## config.mk

```make
export PLATFORM = sky130hd
export DESIGN_NAME = div_10
export DESIGN_NICKNAME = d
export VERILOG_FILES = /design/src/rtl/div_10_pkg.sv /design/src/rtl/div_10_sub_trial.sv /design/src/rtl/div_10.sv
export SDC_FILE = /design/constraint.sdc
export NUM_CORES = 1
export LEC_CHECK = 0
export ABC_AREA = 1
export BUFFER_PORTS_ARGS = -buffer_cell sky130_fd_sc_hd__buf_2
export CORE_MARGIN = 8
export CORE_UTILIZATION = 55
export DETAILED_ROUTE_END_ITERATION = 16
export GPL_TIMING_DRIVEN = 0
export PLACE_DENSITY = 0.88
export SLEW_MARGIN = 10
export SYNTH_ARGS = -nofsm -noshare
export SYNTH_HDL_FRONTEND = slang
export SYNTH_HIERARCHICAL = 1
export SYNTH_SLANG_ARGS = --single-unit
```

## constraint.sdc

```tcl
create_clock -name clk -period 4.5 [get_ports clk]
set_clock_uncertainty 0.1 [all_clocks]
set_input_delay 0.45 -clock clk [delete_from_list [all_inputs] [get_ports clk]]
set_output_delay 0.45 -clock clk [all_outputs]
set_load 0.02 [all_outputs]
```

## src/rtl/div_10_pkg.sv

```systemverilog
// Shared constants for the div_10 restoring divider: default width, FSM
// state encoding and the step-counter width helper.
package div_10_pkg;

  localparam int DIV_N = 10;

  localparam logic [1:0] S_IDLE = 2'd0;
  localparam logic [1:0] S_RUN  = 2'd1;
  localparam logic [1:0] S_DONE = 2'd2;

  // Counter must be able to represent 0..n.
  function automatic int cnt_width(input int n);
    return $clog2(n + 1);
  endfunction

  localparam int DIV_CNT_W = cnt_width(DIV_N);

endpackage

```

## src/rtl/div_10_sub_trial.sv

```systemverilog
// Trial subtractor for one restoring-division step: a - b plus a flag that
// is high when the difference is non-negative.
module sub_trial #(
  parameter int W = 11
) (
  input  logic [W-1:0] i_a,
  input  logic [W-1:0] i_b,
  output logic [W-1:0] o_diff,
  output logic         o_nonneg
);

  logic [W:0] w_ext;

  // One extra bit catches the borrow.
  assign w_ext    = {1'b0, i_a} - {1'b0, i_b};
  assign o_diff   = w_ext[W-1:0];
  assign o_nonneg = ~w_ext[W];

endmodule

```

## src/rtl/div_10.sv

```systemverilog
// Sequential restoring divider: 2N-bit dividend by N-bit divisor, one
// quotient bit per cycle, with divide-by-zero and quotient-overflow checks.
module div_10
  import div_10_pkg::*;
#(
  parameter int N = DIV_N
) (
  input  logic           clk,
  input  logic           rst_n,
  input  logic           start,
  input  logic [2*N-1:0] dividend,
  input  logic [N-1:0]   divisor,
  output logic           busy,
  output logic           done,
  output logic [N-1:0]   quo,
  output logic [N-1:0]   rem,
  output logic           dz,
  output logic           ovf
);

  localparam int CNT_W = cnt_width(N);

  logic [1:0]       r_state;
  logic [1:0]       w_state_nxt;
  logic [N-1:0]     r_dvd_lo;
  logic [N-1:0]     r_dvs;
  logic [N:0]       r_prem;
  logic [N-1:0]     r_qacc;
  logic [CNT_W-1:0] r_cnt;
  logic [N-1:0]     r_quo;
  logic [N-1:0]     r_rem;
  logic             r_dz;
  logic             r_ovf;

  logic [N:0]       w_shift;
  logic [N:0]       w_diff;
  logic             w_nonneg;
  logic [N:0]       w_prem_nxt;
  logic [N-1:0]     w_quo_nxt;
  logic             w_err_dz;
  logic             w_err_ovf;
  logic             w_last;

  // Start-time operand checks: a quotient that cannot fit in N bits is
  // exactly the case where the upper dividend half is not below the divisor.
  assign w_err_dz  = (divisor == '0);
  assign w_err_ovf = (dividend[2*N-1:N] >= divisor);

  // The partial remainder is always below the divisor, so its top bit is
  // zero and the shift never loses information.
  assign w_shift    = (r_prem << 1) | {{N{1'b0}}, r_dvd_lo[N-1]};
  assign w_prem_nxt = w_nonneg ? w_diff : w_shift;
  assign w_quo_nxt  = (r_qacc << 1) | {{(N-1){1'b0}}, w_nonneg};
  assign w_last     = (r_cnt == CNT_W'(N - 1));

  sub_trial #(
    .W (N + 1)
  ) u_sub_trial (
    .i_a      (w_shift),
    .i_b      ({1'b0, r_dvs}),
    .o_diff   (w_diff),
    .o_nonneg (w_nonneg)
  );

  always_comb begin
    w_state_nxt = r_state;
    case (r_state)
      S_IDLE: begin
        if (start) begin
          w_state_nxt = (w_err_dz || w_err_ovf) ? S_DONE : S_RUN;
        end
      end
      S_RUN: begin
        if (w_last) begin
          w_state_nxt = S_DONE;
        end
      end
      S_DONE:  w_state_nxt = S_IDLE;
      default: w_state_nxt = S_IDLE;
    endcase
  end

  always_ff @(posedge clk) begin
    if (!rst_n) begin
      r_state  <= S_IDLE;
      r_dvd_lo <= '0;
      r_dvs    <= '0;
      r_prem   <= '0;
      r_qacc   <= '0;
      r_cnt    <= '0;
      r_quo    <= '0;
      r_rem    <= '0;
      r_dz     <= 1'b0;
      r_ovf    <= 1'b0;
    end else begin
      r_state <= w_state_nxt;
      case (r_state)
        S_IDLE: begin
          if (start) begin
            if (w_err_dz) begin
              r_dz  <= 1'b1;
              r_ovf <= 1'b0;
              r_quo <= '1;
              r_rem <= '0;
            end else if (w_err_ovf) begin
              r_dz  <= 1'b0;
              r_ovf <= 1'b1;
              r_quo <= '1;
              r_rem <= '0;
            end else begin
              r_dz     <= 1'b0;
              r_ovf    <= 1'b0;
              r_dvd_lo <= dividend[N-1:0];
              r_dvs    <= divisor;
              r_prem   <= {1'b0, dividend[2*N-1:N]};
              r_qacc   <= '0;
              r_cnt    <= '0;
            end
          end
        end
        S_RUN: begin
          r_prem   <= w_prem_nxt;
          r_dvd_lo <= r_dvd_lo << 1;
          r_qacc   <= w_quo_nxt;
          r_cnt    <= r_cnt + CNT_W'(1);
          // Visible results only change when the last step completes.
          if (w_last) begin
            r_quo <= w_quo_nxt;
            r_rem <= N'(w_prem_nxt);
          end
        end
        default: ;
      endcase
    end
  end

  assign busy = (r_state != S_IDLE);
  assign done = (r_state == S_DONE);
  assign quo  = r_quo;
  assign rem  = r_rem;
  assign dz   = r_dz;
  assign ovf  = r_ovf;

endmodule

```

==> impl_results.md <==
* Most frequent CP cell: nand2_1
* Max Cap Viol at 0
* Mapped cell area at 3800 um2
* Worst Path Arrival at 2770 ps
* CTS resizes at 0
* Max Root-Sink Buffers at 2
* Share of cells above drive strength 1 at around 16%
* Final instance count without filler cells at approximately 710
* Worst hold slack at roughly 220 ps
* Crit path buf inv count at 3
* Final Setup Violations at 0
* HP Class: in2reg
* Critical path's top delay family: simple AND/OR/NAND/NOR gates
* Root Driver: clkbuf_8
* Setup TNS at 0 ps
* Filler Cell Count at 597
* FP Rows at 30
* Register area at 1340 um2
* DP Cell Count at about 700
* Crit end category: flip-flop
* IO Pins at 57
* Number of global-route vias before repair at approximately 3600
* DRC at 0
* Routed Wire Length at between 10000 and 15000 um
* Yosys warns at 6
* Largest net degree at the start of global routing at 13
* Syn Inst Count at 562
* Chip width at about 99 um
* Fmax at 381 MHz
* Syn_nets at 619
* PD cells at between 500 and 600 nW/um2
* Type of origin of the critical path: flip-flop
* Leakage power at between 0.002 and 0.0025 uW
* Clock-pin slew on the worst setup and hold paths at approximately 80 ps
* Placed wire-length estimate at about 7700 um
* Grt met3 use at 5.66%
* Routed Antenna Nets at 0
* Die Span Y at approximately 100 um
* Gpl congestion at just over 0.9
* Peak supply drop at 0.000296 V
* Sink Count at 67
* Placeable core area at roughly 6800 um2
* CP peak stage delay at ~360 ps
* Status: complete, no violations
* Worst path cell trace: inv_1 -> ha_1 -> a21oi_2 -> nor2_1 -> nor2_1 -> nand2_1 -> nand2_1 -> nand2_1 -> inv_1 -> nor2_1 -> buf_2 -> a22oi_1 -> nand2_1 -> nand2_1 -> a21oi_1
* M2 GR Usage at between 30 and 40%
* Fin. Hold Viols at 0
* Clock latency on the worst-skew pair at roughly 350 ps
* RSZ-0062 raised after global routing: no
* Initial Utilization at around 56%
* Total Nets Final at between 600 and 700
* GRT busiest layer: met2
* Die area at ~10000 um2
* Worst Path Required at about 4600 ps
* Final min period at 2630 ps
* Initial antenna violation count at 0
* GR Util met1 at about a quarter
* DR pass1 iterations at 5
* Setup CP Type: reg2reg
* Port-buffer cells at between 50 and 60
* Worst Tran Pin Value at just under 600 ps
* First-pass GRT wire length at ~17000 um
* Area Growth Syn to Fin at 15.0%
* Cts bufs inserted at 9
* Post-CTS Setup Bufs at 0
* Multi-input logic area at about 2000 um2
* First-iteration detailed-routing DRC count at 340
* Post-cts hold buffer count at 0
* Antenna cells at 0
* CTS H-Tree Depth at 3
* Final period util at approximately 58%
* CP max stage cell: ha_1
* Via density at between 5 and 6
* Post-synthesis area per instance at 6.76 um2
* Slew Limit Headroom at 61.2%
* Final Slew Violations at 0
* GRT overflow at 0
* GRT Total Usage at ~21%
* Routed len/inst at 14.1 um
* Largest fanout on the critical path at 10
* Via count at slightly below 4000
* CTS tree: yes
report_power, final:
part	internal, uW	leakage (uW)	total, uW	switching (uW)
Sequential	727	0.000552	807	80.4
Clock	257	0.0000966	502	245
Combinational	391	0.00158	1110	718
final cells by class:
type,count,area share [%]
Buffer,26,3.18
Clock inverter,6,1.49
Multi-Input combinational cell,397,46.9
Clock buffer,10,2.92
Sequential cell,67,30.7
Tap cell,80,2.29
Timing Repair Buffer,55,6.30
Inverter,72,6.19
registers in the layout, indices dropped and copies added, names as in the netlist, 2 cells and up:
name      cells
r_dvs        10
r_prem       10
quo          10
r_dvd_lo     10
rem          10
r_qacc        9
r_state       2
r_cnt         4
worst paths after layout:
kind,from,to,slack [ps],depth (start not counted)
hold / removal,dividend[4],r_dvd_lo[4],220,3
hold reg to reg,quo[2],quo[2],350,2
setup / recovery,r_dvs[4],r_prem[9],1870,15
setup reg to reg,r_dvs[4],r_prem[9],1870,15
worst min-delay path, cell delays in order:
cell and delay (ps):
buf_2 80, nor2_1 30, nor2_1 80
routing by layer:
metal  wire length [um]  part of all wire, %  up-vias
li1                   -                    -     1929
met1               4290                   43     1770
met2               4730                   47      156
met3                654                  6.5       31
met4                355                  3.5        0
met5                  0                    0        -
cells in the final DEF, fill, tap and decap left out, types with 14 or more instances in the layout:
master	count
nand3_1	39
buf_2	61
dfxtp_1	67
nand4_1	14
ha_1	23
o21ai_0	20
nor2_1	77
inv_1	68
a21oi_1	43
nand2_1	134
metrics by stage:
step	util, %	power [uW]	setup slack, ps	instance area, um2
after floorplan	-	1620	2420	3800
after global placement	61.8	1850	2060	4170
after detailed placement	61.8	1900	2010	4170
after CTS	64.6	2410	1960	4370
after global routing	64.6	2600	1700	4370
final	64.6	2420	1870	4370
Power figures use the tool's default switching activity.
